--- config.mk ---
export PLATFORM = sky130hd
export DESIGN_NAME = led_pattern_sequencer_flat
export DESIGN_NICKNAME = d
export VERILOG_FILES = /design/src/rtl/led_pattern_sequencer_if.sv /design/src/rtl/led_pattern_sequencer.sv /design/src/flat_wrapper.sv
export SDC_FILE = /design/constraint.sdc
export NUM_CORES = 1
export LEC_CHECK = 0
export CAP_MARGIN = 20
export CORE_MARGIN = 2
export CORE_UTILIZATION = 30
export DETAILED_ROUTE_END_ITERATION = 10
export SKIP_LAST_GASP = 1
export SLEW_MARGIN = 20
export SYNTH_ARGS = -nofsm -noshare
export SYNTH_HDL_FRONTEND = slang
export SYNTH_SLANG_ARGS = --single-unit
--- constraint.sdc ---
create_clock -name sys_clock -period 3.75 [get_ports sys_clock]
set_input_delay 0.9375 -clock sys_clock [delete_from_list [all_inputs] [get_ports sys_clock]]
set_output_delay 0.9375 -clock sys_clock [all_outputs]
set_load 0.01 [all_outputs]
--- src/rtl/led_pattern_sequencer_if.sv ---
// led_pattern_sequencer_if: command handshake bundle carrying pattern, hold time and duty
interface led_pattern_sequencer_if;
  logic       cmd_valid;
  logic       cmd_ready;
  logic [3:0] cmd_pattern;
  logic [7:0] cmd_hold;
  logic [3:0] cmd_duty;
  modport master (output cmd_valid, cmd_pattern, cmd_hold, cmd_duty, input cmd_ready);
  modport slave (input cmd_valid, cmd_pattern, cmd_hold, cmd_duty, output cmd_ready);
endinterface

--- src/rtl/led_pattern_sequencer.sv ---
// led_pattern_sequencer: queued LED patterns shown for a tick-counted hold with PWM brightness
module led_pattern_sequencer #(
  parameter int DEPTH    = 4,
  parameter int PRESCALE = 100000
) (
  input  logic                     sys_clock,
  input  logic                     reset,
  led_pattern_sequencer_if.slave   cmd,
  output logic [3:0]               led_o,
  output logic [3:0]               led_t,
  output logic                     busy,
  output logic [$clog2(DEPTH):0]   fifo_level
);
  localparam int AW = $clog2(DEPTH);
  localparam int PW = $clog2(PRESCALE);
  localparam logic [1:0] IDLE = 2'd0;
  localparam logic [1:0] LOAD = 2'd1;
  localparam logic [1:0] SHOW = 2'd2;
  localparam logic [AW:0] FULL = (AW + 1)'(DEPTH);
  localparam logic [PW-1:0] P_LAST = PW'(PRESCALE - 1);
  logic [15:0]   mem [DEPTH];
  logic [15:0]   head;
  logic [AW-1:0] wr_ptr, rd_ptr;
  logic [1:0]    state;
  logic [PW-1:0] presc;
  logic [7:0]    hold_cnt;
  logic [3:0]    pat, duty, pwm_cnt, lit;
  logic          push, pop, tick;
  assign cmd.cmd_ready = (fifo_level != FULL) && !reset;
  assign push = cmd.cmd_valid && cmd.cmd_ready;
  assign pop  = state == LOAD;
  assign tick = presc == P_LAST;
  assign head = mem[rd_ptr];
  assign busy = (state != IDLE) || (fifo_level != '0);
  assign lit  = pat & {4{(pwm_cnt < duty) || (duty == 4'hF)}};
  // FIFO storage, entry packed as {pattern, hold, duty}
  always_ff @(posedge sys_clock)
    if (push) mem[wr_ptr] <= {cmd.cmd_pattern, cmd.cmd_hold, cmd.cmd_duty};
  // FIFO pointers and occupancy; pops only come from LOAD, which is entered only with data present
  always_ff @(posedge sys_clock)
    if (reset) begin
      wr_ptr     <= '0;
      rd_ptr     <= '0;
      fifo_level <= '0;
    end else begin
      if (push) wr_ptr <= wr_ptr + 1'b1;
      if (pop) rd_ptr <= rd_ptr + 1'b1;
      fifo_level <= (push && !pop) ? fifo_level + 1'b1 :
                    (pop && !push) ? fifo_level - 1'b1 : fifo_level;
    end
  // sequencer: fetch head, then hold it for max(hold,1) prescaler ticks
  always_ff @(posedge sys_clock)
    if (reset) begin
      state    <= IDLE;
      presc    <= '0;
      hold_cnt <= '0;
      pat      <= '0;
      duty     <= '0;
    end else if (state == IDLE) begin
      if (fifo_level != '0) state <= LOAD;
    end else if (state == LOAD) begin
      pat      <= head[15:12];
      hold_cnt <= (head[11:4] == 8'd0) ? 8'd1 : head[11:4];
      duty     <= head[3:0];
      presc    <= '0;
      state    <= SHOW;
    end else if (state == SHOW) begin
      presc <= tick ? '0 : presc + 1'b1;
      if (tick) begin
        hold_cnt <= hold_cnt - 1'b1;
        if (hold_cnt == 8'd1) state <= (fifo_level != '0) ? LOAD : IDLE;
      end
    end else begin
      state <= IDLE;
    end
  // free-running PWM phase and registered pad drive, released to pull-up outside SHOW
  always_ff @(posedge sys_clock)
    if (reset) begin
      pwm_cnt <= '0;
      led_t   <= 4'hF;
      led_o   <= 4'h0;
    end else begin
      pwm_cnt <= pwm_cnt + 1'b1;
      led_t   <= (state == SHOW) ? 4'h0 : 4'hF;
      led_o   <= (state == SHOW) ? lit : 4'h0;
    end
endmodule

--- src/flat_wrapper.sv ---
// flat-port wrapper written by rule: the top's interface ports become plain ports
module led_pattern_sequencer_flat 
#(
  parameter int DEPTH    = 4,
  parameter int PRESCALE = 100000
)
  (sys_clock, reset, led_o, led_t, busy, fifo_level, cmd_cmd_valid, cmd_cmd_pattern, cmd_cmd_hold, cmd_cmd_duty, cmd_cmd_ready);
  led_pattern_sequencer_if cmd_i ();
  input  logic sys_clock;
  input  logic reset;
  output logic [3:0] led_o;
  output logic [3:0] led_t;
  output logic busy;
  output logic [$clog2(DEPTH):0] fifo_level;
  input wire logic [$bits(cmd_i.cmd_valid)-1:0] cmd_cmd_valid;
  input wire logic [$bits(cmd_i.cmd_pattern)-1:0] cmd_cmd_pattern;
  input wire logic [$bits(cmd_i.cmd_hold)-1:0] cmd_cmd_hold;
  input wire logic [$bits(cmd_i.cmd_duty)-1:0] cmd_cmd_duty;
  output wire logic [$bits(cmd_i.cmd_ready)-1:0] cmd_cmd_ready;
  assign cmd_i.cmd_valid = cmd_cmd_valid;
  assign cmd_i.cmd_pattern = cmd_cmd_pattern;
  assign cmd_i.cmd_hold = cmd_cmd_hold;
  assign cmd_i.cmd_duty = cmd_cmd_duty;
  assign cmd_cmd_ready = cmd_i.cmd_ready;
  led_pattern_sequencer #(.DEPTH(DEPTH), .PRESCALE(PRESCALE)) u_core (.sys_clock(sys_clock), .reset(reset), .cmd(cmd_i), .led_o(led_o), .led_t(led_t), .busy(busy), .fifo_level(fifo_level));
endmodule
==> key figures <==
Routing
  – Wirelength per Cell: ~14 um
  – 1st-iter DRT viols: between 100 and 150
  – Vias per cell: ~4.7
  – Detailed-route via count: ~3.1k
  – Routed WL: 9200 um
  – Pre-Repair DR Iteration Count: 4
  – Detail Route Antenna Nets: 0
  – Drt drc: 0

Yosys
  – Top-area cell type share of the netlist area: 0.380
  – Total number of yosys warnings: 0
  – Synthesized area: ~5000 um^2
  – Number of flops mapped to enable cells by yosys: 64
  – Seq/Total Area, Yosys: 0.590
  – Seq cells post-synth: between 100 and 150
  – Top cells by area, synth: edfxtp_1 (38%), dfxtp_1 (21%), mux4_1 (6.8%)
  – Syn Nets: ~430
  – Most used DFF post-synth: edfxtp_1
  – Mean Syn Cell Area: approximately 13 um^2
  – Largest area contributor in the netlist: edfxtp_1
  – Asr flop ratio synth: 0
  – Synth Instances: between 300 and 400
  – Synth unique cells: 53

Critical path
  – Critical path origin: reset
  – R2R depth: 9
  – Setup crit end: cmd_cmd_ready
  – Worst setup EP type: output pin
  – CP peak stage delay: 0.62 ns
  – Setup CP Type: primary input to output pin
  – CP bufs+invs: 2
  – Critical path peak fanout: 6
  – Critical path, cell by cell: clkdlybuf4s50_1, a21oi_1, clkdlybuf4s50_1
  – R2r setup slk: ~1.3 ns
  – CP max stage cell: clkdlybuf4s50_1
  – Critical Path Start Type: primary input
  – Reg-to-Reg End: u_core.fifo_level[2]
  – Worst Path Arrival: about 2.3 ns
  – CP top delay family: buffers and inverters
  – Most common cell on crit path: clkdlybuf4s50_1
  – WP depth: 3
  – Worst Path Required: 2.81 ns
  – Crit Reg-Reg Startpoint: u_core.fifo_level[0]

Power and ir drop
  – Pwr/cell area: about 670 nW/um^2
  – Peak VDD IR: 0.343 mV
  – Int Power: 2.97 mW
  – Clock Power Share: 0.391
  – Psw: 1.19 mW
  – Net Sw Frac: 0.286
  – Part of the power in registers: 0.387
  – Comb pwr share: 0.223
  – Leak: between 2 and 2.5 nW

Worst hold path
  – Worst hold path type: flip-flop to flip-flop

Timing
  – # setup viols final: 0
  – Post-route minimum period: between 3 and 4 ns
  – Hold_ws: roughly 0.45 ns
  – Layout Skew: 0.0109 ns
  – Unrepaired setup endpoints after global routing: no
  – F_max: about 0.3 GHz
  – Tcrit/Tclk final: 0.868
  – Relative slew slack: 0.508
  – Fin. max-slew vios: 0
  – Final Hold Viols: 0
  – Setup_tns: 0 ns
  – Worst-Margin Slew: approximately 0.74 ns

Clock tree
  – Post-CTS Resized: 0
  – Clock Pin Slew Worst Setup and Hold Paths: ~0.050 ns
  – Clock sinks: 117
  – Bufs on Longest Clock Path: 2
  – Clk root buf: clkbuf_16
  – Post-CTS Hold Buffers: 0
  – CTS tree: built
  – Htree depth: 4
  – Post-CTS setup buffer count: 0
  – Latest clock arrival within the worst-skew pair: 0.41 ns
  – Total clock buffers created by CTS: 17

Die
  – Core box area: around 17,000 um^2
  – Die area: around 18,000 um^2
  – Die H: around 130 um
  – Initial Utilization: 0.306
  – Num rows: between 40 and 50
  – Die width: roughly 130 um
  – I/O pins: 32

Global routing
  – Largest net degree at the start of global routing: 38
  – Vias in the first global route: around 3.1k
  – Gr ovfl total: 0
  – Initial antenna violation count: 0
  – Global-route usage over all layers: 0.110
  – Global-route wire length before repair: between 15,000 and 20,000 um

Final layout
  – Nets: between 400 and 500
  – Diode count: 0
  – Share of post-route cells with drive strength above 1: 0.103
  – FF/Latch Area: 2980 um^2
  – Commonest non-fill, non-tap cell in the layout: edfxtp_1
  – Multi-input gate area in the final layout: 1890 um^2
  – Most frequent cells in the layout: edfxtp_1 (64), dfxtp_1 (53), nor2_1 (48)
  – Area grow syn2layout: 22.4%
  – Fillers: between 1.5k and 2k

Outcome
  – Status: finished, final reports clean

Placed design
  – Dpl hpwl: 6120 um
  – Port buffer count: 31
  – RePlAce Congestion: 0.804

Job
  – Max_cap viols: 0
==> worst min path at each step <==
stage                     depth (start not counted)  slack [ns]          start         endpoint
after floorplan                                   2        0.41  u_core.pat[0]  u_core.led_o[0]
after global routing                              2        0.46  u_core.pat[2]  u_core.led_o[2]
after global placement                            2        0.43  u_core.pat[1]  u_core.led_o[1]
final                                             2        0.45  u_core.pat[1]  u_core.led_o[1]
after CTS                                         2        0.44  u_core.pat[0]  u_core.led_o[0]
after detailed placement                          2        0.44  u_core.pat[0]  u_core.led_o[0]
==> flip-flops by register name, indices dropped and copies added (netlist names), named ones only <==
signal / flops
u_core.fifo_level: 3
u_core.hold_cnt: 8
u_core.led_t: 1
u_core.pwm_cnt: 4
u_core.rd_ptr: 2
u_core.pat: 4
u_core.led_o: 4
u_core.state: 2
u_core.mem: 64
u_core.wr_ptr: 2
u_core.presc: 17
u_core.duty: 4
==> kinds of logic after synthesis <==
group / synth area share
DFF: 0.590
adders and majority gates: 0.0460
and+or+nand+nor: 0.131
muxes: 0.101
buffers and inverters: 0.0356
xor gates and xnor gates: 0.0329
AOI/OAI and AO/OA: 0.0643
==> power by group through the flow <==
stage,clock network (mW),logic (mW),registers (mW)
after floorplan,0,0.710,1.59
after global placement,0,0.905,1.63
after detailed placement,0,0.930,1.64
after CTS,1.66,0.935,1.61
after global routing,1.72,1.03,1.63
final,1.63,0.926,1.61
==> layer usage <==
| layer | wire (um) | GRT usage | vias to the layer above |
|---|---|---|---|
| met5 | 0 | 0 | - |
| met1 | 4090 | 0.128 | 1511 |
| met4 | 131 | 0.0514 | 0 |
| li1 | - | - | 1540 |
| met3 | 291 | 0.0367 | 9 |
| met2 | 4690 | 0.185 | 45 |
==> cell type report <==
| cell class | instances | area share |
|---|---|---|
| Sequential cell | 117 | 0.482 |
| Multi-Input combinational cell | 242 | 0.306 |
| Clock buffer | 17 | 0.0687 |
| Timing Repair Buffer | 38 | 0.0586 |
| Tap cell | 220 | 0.0445 |
| Clock inverter | 15 | 0.0291 |
| Inverter | 18 | 0.0109 |
==> cell usage after synthesis (all sizes together) (8+ instances only) <==
cell type / instances
edfxtp: 64
dfxtp: 53
nor2: 48
a21oi: 26
ha: 17
inv: 17
mux4: 16
nand2: 16
buf: 11
mux2i: 10
nand3: 10
xor2: 10
nand4: 9
xnor2: 9
and3: 8
clkbuf: 8
o21ai: 8
==> tightest hold or removal path: cells and delay by family (launching register included) <==
kind / cells / cell delay (ns)
AO/OA/AOI/OAI: 1 / 0.04
flip-flops: 1 / 0.31
AND/OR/NAND/NOR: 1 / 0.06
==> stage by stage <==
step	worst slack (ns)	utilization	cells	total power [mW]	instance area, um^2
after floorplan	0.907	-	396	2.30	5060
after global placement	0.576	0.338	635	2.53	5580
after detailed placement	0.482	0.338	635	2.57	5580
after CTS	0.514	0.374	667	4.21	6190
after global routing	0.452	0.374	667	4.38	6190
final	0.497	0.374	667	4.16	6190
Note: power is estimated with default switching activity, not from simulation.
